===== src/rtl/wave_gen_pkg.sv =====
// Shared definitions for the waveform generator: mode encodings, triangle
// direction states, midscale constant and the shape-select function.
package wave_gen_pkg;

    localparam logic [2:0] MODE_SAW  = 3'b000;
    localparam logic [2:0] MODE_RSAW = 3'b001;
    localparam logic [2:0] MODE_TRI  = 3'b010;
    localparam logic [2:0] MODE_SQR  = 3'b011;

    localparam logic [7:0] MIDSCALE = 8'h80;

    typedef enum logic {
        DIR_UP   = 1'b0,
        DIR_DOWN = 1'b1
    } dir_t;

    // Any mode with bit 2 set is reserved and parks the output at midscale.
    function automatic logic [7:0] wave_select(input logic [2:0] mode,
                                               input logic [7:0] ph,
                                               input logic [7:0] tri_val);
        logic [7:0] sample;
        case (mode)
            MODE_SAW:  sample = ph;
            MODE_RSAW: sample = ~ph;
            MODE_TRI:  sample = tri_val;
            MODE_SQR:  sample = ph[7] ? 8'hFF : 8'h00;
            default:   sample = MIDSCALE;
        endcase
        return sample;
    endfunction

endpackage


===== src/rtl/wave_prescaler.sv =====
// Sample-rate prescaler: counts enabled cycles and flags a step when the
// count reaches the programmed terminal value.
module wave_prescaler #(
    parameter int DIV_W = 16
) (
    input  logic             clk,
    input  logic             rst,
    input  logic             enable,
    input  logic [DIV_W-1:0] freq_div,
    output logic             step
);

    logic [DIV_W-1:0] pcnt_reg;

    // >= rather than == so lowering freq_div below the running count
    // fires on the next enabled cycle instead of wrapping the counter.
    assign step = enable && (pcnt_reg >= freq_div);

    always_ff @(posedge clk or posedge rst) begin
        if (rst) begin
            pcnt_reg <= '0;
        end else if (step) begin
            pcnt_reg <= '0;
        end else if (enable) begin
            pcnt_reg <= pcnt_reg + 1'b1;
        end
    end

endmodule


===== src/rtl/wave_gen.sv =====
// Programmable 8-bit waveform source: phase counter, triangle up/down FSM and
// a registered shape mux, all advanced by the prescaler step.
module wave_gen
    import wave_gen_pkg::*;
#(
    parameter int DIV_W = 16,
    parameter int WIDTH = 8
) (
    input  logic             clk,
    input  logic             rst,
    input  logic             enable,
    input  logic [2:0]       mode,
    input  logic [DIV_W-1:0] freq_div,
    output logic [WIDTH-1:0] out,
    output logic             tick
);

    logic       step;
    logic [7:0] ph_reg, ph_next;
    logic [7:0] tri_reg, tri_next;
    dir_t       dir_reg, dir_next;
    logic [WIDTH-1:0] out_reg;
    logic       tick_reg;

    wave_prescaler #(.DIV_W(DIV_W)) u_prescaler (
        .clk      (clk),
        .rst      (rst),
        .enable   (enable),
        .freq_div (freq_div),
        .step     (step)
    );

    // Turning at 254/1 means each peak value is emitted for exactly one step.
    always_comb begin
        ph_next  = ph_reg + 8'd1;
        tri_next = tri_reg;
        dir_next = dir_reg;
        case (dir_reg)
            DIR_UP: begin
                tri_next = tri_reg + 8'd1;
                if (tri_reg == 8'd254) dir_next = DIR_DOWN;
            end
            DIR_DOWN: begin
                tri_next = tri_reg - 8'd1;
                if (tri_reg == 8'd1) dir_next = DIR_UP;
            end
            default: begin
                tri_next = '0;
                dir_next = DIR_UP;
            end
        endcase
    end

    // The mux sees next-state values so out carries the phase just entered.
    always_ff @(posedge clk or posedge rst) begin
        if (rst) begin
            ph_reg   <= '0;
            tri_reg  <= '0;
            dir_reg  <= DIR_UP;
            out_reg  <= '0;
            tick_reg <= 1'b0;
        end else begin
            tick_reg <= step;
            if (step) begin
                ph_reg  <= ph_next;
                tri_reg <= tri_next;
                dir_reg <= dir_next;
                out_reg <= wave_select(mode, ph_next, tri_next);
            end
        end
    end

    assign out  = out_reg;
    assign tick = tick_reg;

endmodule


===== config.mk =====
export PLATFORM = sky130hd
export DESIGN_NAME = wave_gen
export DESIGN_NICKNAME = d
export VERILOG_FILES = /design/src/rtl/wave_gen_pkg.sv /design/src/rtl/wave_prescaler.sv /design/src/rtl/wave_gen.sv
export SDC_FILE = /design/constraint.sdc
export NUM_CORES = 1
export LEC_CHECK = 0
export ABC_AREA = 1
export CORE_MARGIN = 1.5
export CORE_UTILIZATION = 60
export DETAILED_ROUTE_END_ITERATION = 8
export PLACE_DENSITY = 0.88
export SLEW_MARGIN = 20
export SYNTH_ARGS = -nofsm -noshare
export SYNTH_HDL_FRONTEND = slang
export SYNTH_HIERARCHICAL = 1
export SYNTH_SLANG_ARGS = --single-unit

===== constraint.sdc =====
create_clock -name clk -period 5.5 [get_ports clk]
set_input_delay 1.1 -clock clk [delete_from_list [all_inputs] [get_ports clk]]
set_output_delay 1.1 -clock clk [all_outputs]
set_load 0.01 [all_outputs]

==> results of run 1 <==
==> worst register-to-register path, cell delays in order (launching register included) <==
cell and delay (ps):
sky130_fd_sc_hd__dfrtp_1 480, sky130_fd_sc_hd__ha_1 340, sky130_fd_sc_hd__nand2_1 80, sky130_fd_sc_hd__nor2_1 100, sky130_fd_sc_hd__nor2_1 40, sky130_fd_sc_hd__nand2_1 50, sky130_fd_sc_hd__nand2_1 40, sky130_fd_sc_hd__nand2_1 80
sky130_fd_sc_hd__nand2_1 110, sky130_fd_sc_hd__a21oi_1 150, sky130_fd_sc_hd__buf_4 280, sky130_fd_sc_hd__inv_1 360, sky130_fd_sc_hd__nor2_1 220, sky130_fd_sc_hd__nand4_1 110, sky130_fd_sc_hd__nand2_1 70, sky130_fd_sc_hd__inv_1 40
==> through the flow <==
step / setup WS (ps) / hold WS [ps] / cells / cell area (sq um)
6_report: 2080 / 488 / 501 / 3420
3_5_place_dp: 1770 / 470 / 493 / 3320
3_3_place_gp: 1900 / 468 / 493 / 3320
5_1_grt: 1820 / 511 / 501 / 3420
2_1_floorplan: 2770 / 479 / 404 / 2990
4_1_cts: 2090 / 491 / 501 / 3420
==> where the power goes <==
group | total [mW] | internal [mW] | switching, mW
Clock | 0.243 | 0.134 | 0.110
Sequential | 0.505 | 0.397 | 0.108
Combinational | 0.463 | 0.194 | 0.269
Total | 1.21 | 0.725 | 0.486
==> area by class of cell <==
type                            count  area (sq um)
Multi-Input combinational cell    295          1650
Fill cell                         385          1330
Sequential cell                    42          1050
Timing Repair Buffer               31           308
Inverter                           58           220
Tap cell                           67          83.8
Clock buffer                        5          68.8
Clock inverter                      3          40.0
==> per-layer routing <==
metal,part of all wire (%),GRT usage [%],vias to the layer above
met4,0.59,6.79,0
met2,49,43.9,110
met5,0,0,-
li1,-,-,1358
met3,6.8,4.94,6
met1,44,35.3,1277
==> worst paths after layout <==
| kind | from | to | slack (ps) | cells past startpoint |
|---|---|---|---|---|
| max in group asynchronous | rst | tri_reg[5]$_DFFE_PP0P_ | 3840 | 2 |
| hold reg to reg | out[4]$_DFFE_PP0P_ | out[4]$_DFFE_PP0P_ | 490 | 2 |
| hold / removal | out[4]$_DFFE_PP0P_ | out[4]$_DFFE_PP0P_ | 490 | 2 |
| setup / recovery | freq_div[3] | out[7]$_DFFE_PP0P_ | 2080 | 17 |
| setup reg to reg | u_prescaler/pcnt_reg[3]$_DFFE_PP0P_ | out[7]$_DFFE_PP0P_ | 2850 | 15 |
| min in group asynchronous | rst | u_prescaler/pcnt_reg[9]$_DFFE_PP0P_ | 1210 | 2 |
==> Yosys cell counts (2+ instances only) <==
| cell | n | area, sq um |
|---|---|---|
| sky130_fd_sc_hd__clkbuf_1 | 4 | 15.0 |
| sky130_fd_sc_hd__inv_1 | 53 | 199 |
| sky130_fd_sc_hd__o21ai_1 | 3 | 15.0 |
| sky130_fd_sc_hd__buf_6 | 3 | 33.8 |
| sky130_fd_sc_hd__nor2_4 | 2 | 22.5 |
| sky130_fd_sc_hd__nand2_1 | 122 | 458 |
| sky130_fd_sc_hd__o2111ai_1 | 2 | 17.5 |
| sky130_fd_sc_hd__xor2_1 | 13 | 114 |
| sky130_fd_sc_hd__nand2_2 | 2 | 12.5 |
| sky130_fd_sc_hd__a21oi_1 | 21 | 105 |
| sky130_fd_sc_hd__nand3_2 | 2 | 20.0 |
| sky130_fd_sc_hd__ha_1 | 22 | 275 |
| sky130_fd_sc_hd__nand3_1 | 31 | 155 |
| sky130_fd_sc_hd__nor2_1 | 23 | 86.3 |
| sky130_fd_sc_hd__o21ai_0 | 17 | 85.1 |
| sky130_fd_sc_hd__inv_2 | 4 | 15.0 |
| sky130_fd_sc_hd__nor2_2 | 3 | 18.8 |
| sky130_fd_sc_hd__xnor2_1 | 4 | 35.0 |
| sky130_fd_sc_hd__dfrtp_1 | 42 | 1050 |
| sky130_fd_sc_hd__nand4_1 | 15 | 93.8 |
==> cell families after synthesis <==
| group | after synthesis | synth area share (%) |
|---|---|---|
| XOR/XNOR | 17 | 4.99 |
| adder cells (fa/ha/maj) | 22 | 9.22 |
| AO/OA/AOI/OAI | 49 | 9.10 |
| AND/OR/NAND/NOR | 207 | 32.1 |
| flip-flops | 42 | 35.2 |
| buffers and inverters | 67 | 9.43 |
==> reports/metrics.yaml, run 1 <==
cts.sinks: 42
numPortBuffers: 30
synthesis.area_per_instance_sq_um: 7.39
synth_seq_cells: 42
path_delay_family: "buffers and inverters"
crit_path_max_fanout: 25
timing.clock.skew_ps: 10.9
route.detailed.vias_per_inst: 5.49
cp_common_cell: "sky130_fd_sc_hd__nand2_1"
syn_std_cell_area_sq_um: 2990
yosysWarningCount: 6
pin_count: 31
timing.critical_path.buf_inv: 5
total_power_mw: 1.21
finalSetupViolCount: 0
fraction_of_the_cycle_the_final_worst_path_needs_pct: 62.1
final_hold_viol_count: 0
grt.total_usage_pct: 26.4
cap_viol_max_count: 0
vias_in_the_first_global_route: 2598
final_core_utilization_pct: 72.0
maximum_number_of_pins_on_one_net_before_global_route_repair: 27
dp.final_hpwl_microns: 4770
floorplan.initialDensity_pct: 62.8
fin_nets: 477
quantity_of_hold_fixing_buffers_added_after_cts: 0
mostFrequentLayoutCell: "sky130_fd_sc_hd__nand2_1"
leakage_nw: 1.75
worst-endpoint-arrival_ps: 3620
tritoncts_clock_tree: "yes"
final_max_slew_viol_count: 0
vias: 2751
worst_ep_required_time_ps: 5710
grt_remaining_overflow: 0
diodes: 0
clk-insertion-delay-late_ps: 300
cts.repair.resized: 0
async_flop_share_pct: 100
depth_of_the_cts_h_tree: 2
vdd_ir_drop_max_mv: 0.224
floorplan.rows: 25
worst_setup_path_end_kind: "flip-flop"
grt_pass1_wl_microns: 11100
largest_reg_flops: 16
remaining_drc_errors: 0
clk_transition_reported_paths_ps: 80
maxSlewHeadroom_pct: 38.3
critPathKind: "input port to flip-flop"
design.die.area_sq_um: 5410
first_pass_iters: 5
crit_path_max_incr_delay_ps: 460
drive_gt1_share_pct: 6.91
worstPathCellList: "clkdlybuf4s50_1 > inv_1 > ha_1 > nand2_1 > nor2_1 > nor2_1 > nand2_1 > nand2_1 > nand2_1 > nand2_1 > a21oi_1 > buf_4 > inv_1 > nor2_1 > nand4_1 > nand2_1 > inv_1"
synthCells: 404
critPathLaunchType: "input port"
grt_setup_unrepaired: "no"
fmax_mhz: 293
detail_route.wirelength_microns: 6450
ctsRootBufferMaster: "sky130_fd_sc_hd__clkbuf_8"
postCtsSetupRepairBufs: 0
yosys_most_used_dff: "sky130_fd_sc_hd__dfrtp_1"
crit_path_top_delay_cell: "sky130_fd_sc_hd__clkdlybuf4s50_1"
routedWlPerCell_microns: 12.9
die_width_microns: 73.5
gp_congestion: 0.881
mappedNetlistNets: 448
worst_slew_pin_slew_ps: 919
setup-tns-final_ps: 0
ys_types: 36
holdCritPathClass: "flip-flop to flip-flop"
outcome: "finished clean"
synth-edff-count: 0
areaGrowthSynthToFinish_pct: 14.7
core_area_sq_um: 4750
ant_nets: 0
final_period_minus_worst_setup_slack_ps: 3420
cts_made_buffers: 5
die_y_microns: 73.5
cts_buffer_depth: 2
final_cell_mix: "sky130_fd_sc_hd__nand2_1 (122), sky130_fd_sc_hd__inv_1 (52), sky130_fd_sc_hd__dfrtp_1 (42), sky130_fd_sc_hd__nand3_1 (31), sky130_fd_sc_hd__clkdlybuf4s50_1 (30)"
detail_route.iter0.violations: 199
p_per_area_nw_per_um2: 354
synth.yosys.seq_area_share_pct: 35.2
initial_antenna_violation_count: 0
Power figures use the tool's default switching activity.
==> inputs of run 2 (changes only) <==
--- a/config.mk
+++ b/config.mk
@@ -7,9 +7,9 @@
 export LEC_CHECK = 0
 export ABC_AREA = 1
 export CORE_MARGIN = 1.5
-export CORE_UTILIZATION = 60
+export CORE_UTILIZATION = 52
 export DETAILED_ROUTE_END_ITERATION = 8
-export PLACE_DENSITY = 0.88
+export PLACE_DENSITY = 0.81
 export SLEW_MARGIN = 20
 export SYNTH_ARGS = -nofsm -noshare
 export SYNTH_HDL_FRONTEND = slang
==> constraint.sdc (replaced) <==
create_clock -name clk -period 3.07 [get_ports clk]
set_input_delay 0.614 -clock clk [delete_from_list [all_inputs] [get_ports clk]]
set_output_delay 0.614 -clock clk [all_outputs]
set_load 0.01 [all_outputs]
==> run 2 against run 1 <==
  * Utilization is 9.5 points lower
  * Count of clock-buffer cells in the layout is 1 higher
  * Clock skew is 4.1 ps lower
  * Wire length is 2.6% lower
  * Highest routed layer unchanged
==> reports/metrics.yaml, run 2 (synthesis gave the netlist of run 1 again) <==
register_area_sq_um: 1050  # unchanged
core_area_sq_um: 5510  # +16%
depth_of_the_cts_h_tree: 2  # unchanged
final_max_slew_viol_count: 0  # unchanged
crit_path_top_delay_cell: "sky130_fd_sc_hd__clkdlybuf4s50_1"
die_width_microns: 78.8  # +7.1%
final_period_minus_worst_setup_slack_ps: 2550
grt_setup_unrepaired: "no"
maxSlewHeadroom_pct: 58.5  # +20 points
worst_ep_required_time_ps: 3240  # -2470 ps
cp_common_cell: "sky130_fd_sc_hd__nand2_1"
grt_remaining_overflow: 0  # unchanged
pin_count: 31  # unchanged
worst-endpoint-arrival_ps: 2720  # -900 ps
clk-insertion-delay-late_ps: 300  # about the same
dpl_cell_area_sq_um: 3350  # +0.98%
diodes: 0  # unchanged
worstPathCellList: "clkdlybuf4s50_1 > inv_1 > ha_1 > nand2_1 > nor2_1 > nor2_1 > nand2_1 > nand2_1 > nand2_1 > nand2_1 > a21oi_2 > nand2_1 > o41ai_1 > a21oi_1"
maximum_number_of_pins_on_one_net_before_global_route_repair: 27  # unchanged
vias: 2668  # -3.0%
total_switching_power_uw: 867  # +78%
critPathLaunchType: "input port"
mostFrequentLayoutCell: "sky130_fd_sc_hd__nand2_1"
ant_nets: 0  # unchanged
timing.critical_path.buf_inv: 2  # -3
grt_pass1_wl_microns: 11200  # +0.49%
cap_viol_max_count: 0  # unchanged
leakage_nw: 1.76  # +0.40%
crit_path_max_incr_delay_ps: 450  # about the same
floorplan.rows: 27  # +8.0%
final_hold_viol_count: 0  # unchanged
postCtsSetupRepairBufs: 0  # unchanged
remaining_drc_errors: 0  # unchanged
detail_route.iter0.violations: 227  # +14%
timing.clock.skew_ps: 6.82  # -4.06 ps
dp.final_hpwl_microns: 4840  # +1.3%
finalSetupViolCount: 0  # unchanged
first_pass_iters: 5  # unchanged
tritoncts_clock_tree: "yes"
clk_transition_reported_paths_ps: 80  # about the same
cp-endpoint: "dir_reg$_DFFE_PP0P_"
quantity_of_hold_fixing_buffers_added_after_cts: 0  # unchanged
final_cell_mix: "sky130_fd_sc_hd__nand2_1 (122), sky130_fd_sc_hd__inv_1 (53), sky130_fd_sc_hd__dfrtp_1 (42), sky130_fd_sc_hd__nand3_1 (31), sky130_fd_sc_hd__clkdlybuf4s50_1 (30)"
cts.sinks: 42  # unchanged
numPortBuffers: 30  # unchanged
worstSetupPathDepth: 14  # -3
crit_path_max_fanout: 6  # -76%
initial_antenna_violation_count: 0  # unchanged
cellInternalPower_mw: 1.25  # +72%
power_frac_seq_pct: 42.5  # +0.8 points
multi_input_comb_area_sq_um: 1660  # +0.23%
areaGrowthSynthToFinish_pct: 15.3
n_fill_cell: 495  # +29%
worst_setup_path_end_kind: "flip-flop"
cts.repair.resized: 0  # unchanged
cts_made_buffers: 5  # unchanged
reg2reg_slack_ps: 830  # -2020 ps
ctsRootBufferMaster: "sky130_fd_sc_hd__clkbuf_8"
vias_in_the_first_global_route: 2558  # -1.5%
die_y_microns: 78.8  # +7.1%
largest_reg_flops: 16  # unchanged
reg_to_reg_endpoint: "dir_reg$_DFFE_PP0P_"
route.detailed.vias_per_inst: 5.24  # -4.5%
routedWlPerCell_microns: 12.4  # -4.1%
worst_setup_path_startpoint: "freq_div[3]"
layout_cell_area_excl_fill_sq_um: 3440  # +0.55%
cts_buffer_depth: 2  # unchanged
floorplan.initialDensity_pct: 54.2  # -8.6 points
fin_nets: 480  # +0.63%
ff2ff_path_depth: 12  # -3
holdCritPathClass: "flip-flop to flip-flop"
total_power_mw: 2.11  # +75%
grt.total_usage_pct: 22.8  # -3.6 points
detail_route.wirelength_microns: 6290  # -2.6%
p_clk_share_pct: 17.6  # -2.5 points
worst_hold_slack_ps: 482  # -5.31 ps
fmax_mhz: 392
p_per_area_nw_per_um2: 614  # +74%
gp_congestion: 0.855  # -3.0%
outcome: "finished clean"
worst_slew_pin_slew_ps: 622  # -297 ps
fraction_of_the_cycle_the_final_worst_path_needs_pct: 83.2
worst_r2r_startpoint: "u_prescaler/pcnt_reg[3]$_DFFE_PP0P_"
design.die.area_sq_um: 6200  # +15%
path_delay_family: "compound AO/OA/AOI/OAI gates"
switching_part_of_the_total_power_pct: 41.0  # +0.90 points
critPathKind: "input port to flip-flop"
drive_gt1_share_pct: 7.78  # +0.87 points
combinationalPowerShare_pct: 39.8  # +1.6 points
setup-tns-final_ps: 0  # unchanged
vdd_ir_drop_max_mv: 0.516  # +130%
-- run 2: cell types whose count changed in the layout (fill, tap and decap cells not counted) --
cell                         before  now
sky130_fd_sc_hd__a21oi_1         21   20
sky130_fd_sc_hd__clkinv_1         1    0
sky130_fd_sc_hd__bufinv_16        1    0
sky130_fd_sc_hd__clkinv_2         2    1
sky130_fd_sc_hd__clkbuf_8         5    6
sky130_fd_sc_hd__a21oi_2          1    2
sky130_fd_sc_hd__inv_1           52   53
sky130_fd_sc_hd__clkinvlp_4       0    1
sky130_fd_sc_hd__buf_4            1    4
-- run 2: worst register-to-register path, stage by stage (launching register included) --
cell,delay (ps)
sky130_fd_sc_hd__dfrtp_1,460
sky130_fd_sc_hd__ha_1,330
sky130_fd_sc_hd__nand2_1,80
sky130_fd_sc_hd__nor2_1,120
sky130_fd_sc_hd__nor2_1,50
sky130_fd_sc_hd__nand2_1,50
sky130_fd_sc_hd__nand2_1,40
sky130_fd_sc_hd__nand2_1,70
sky130_fd_sc_hd__nand2_1,120
sky130_fd_sc_hd__a21oi_2,280
sky130_fd_sc_hd__nand2_1,80
sky130_fd_sc_hd__o41ai_1,350
sky130_fd_sc_hd__a21oi_1,110
-- run 2: layer usage --
metal / GRT usage, % / vias up / part of all wire [%]
met1: 30.8 / 1238 / 47
li1: - / 1365 / -
met5: 0 / - / 0
met2: 37.8 / 61 / 48
met4: 6.79 / 0 / 0.78
met3: 3.45 / 4 / 4.3
-- run 2: power by group through the flow --
stage	Clock, mW	Sequential (mW)	Combinational, mW
4_1_cts	0.384	0.896	0.846
6_report	0.373	0.899	0.842
5_1_grt	0.399	0.925	0.965
3_3_place_gp	0	0.897	0.804
2_1_floorplan	0	0.871	0.574
3_5_place_dp	0	0.905	0.838
-- run 2: final cells by class --
cell class	instances	area share, %
Multi-Input combinational cell	295	48.1
Inverter	58	6.40
Clock buffer	6	2.40
Clock inverter	2	0.363
Timing Repair Buffer	34	9.59
Tap cell	72	2.62
Sequential cell	42	30.5
-- run 2: worst min path at each step --
stage / end / cells after the start / slack (ps) / from
2_1_floorplan: ph_reg[1]$_DFFE_PP0P_ / 2 / 480 / ph_reg[1]$_DFFE_PP0P_
3_3_place_gp: out[2]$_DFFE_PP0P_ / 2 / 460 / out[2]$_DFFE_PP0P_
6_report: out[2]$_DFFE_PP0P_ / 2 / 480 / out[2]$_DFFE_PP0P_
5_1_grt: out[2]$_DFFE_PP0P_ / 2 / 520 / out[2]$_DFFE_PP0P_
3_5_place_dp: out[2]$_DFFE_PP0P_ / 2 / 460 / out[2]$_DFFE_PP0P_
4_1_cts: out[2]$_DFFE_PP0P_ / 2 / 490 / out[2]$_DFFE_PP0P_
-- run 2: metrics by stage --
stage	cells	utilization, %	worst slack (ps)
2_1_floorplan	404	-	824
3_3_place_gp	501	60.8	286
3_5_place_dp	501	60.8	203
4_1_cts	509	62.5	509
5_1_grt	509	62.5	255
6_report	509	62.5	516
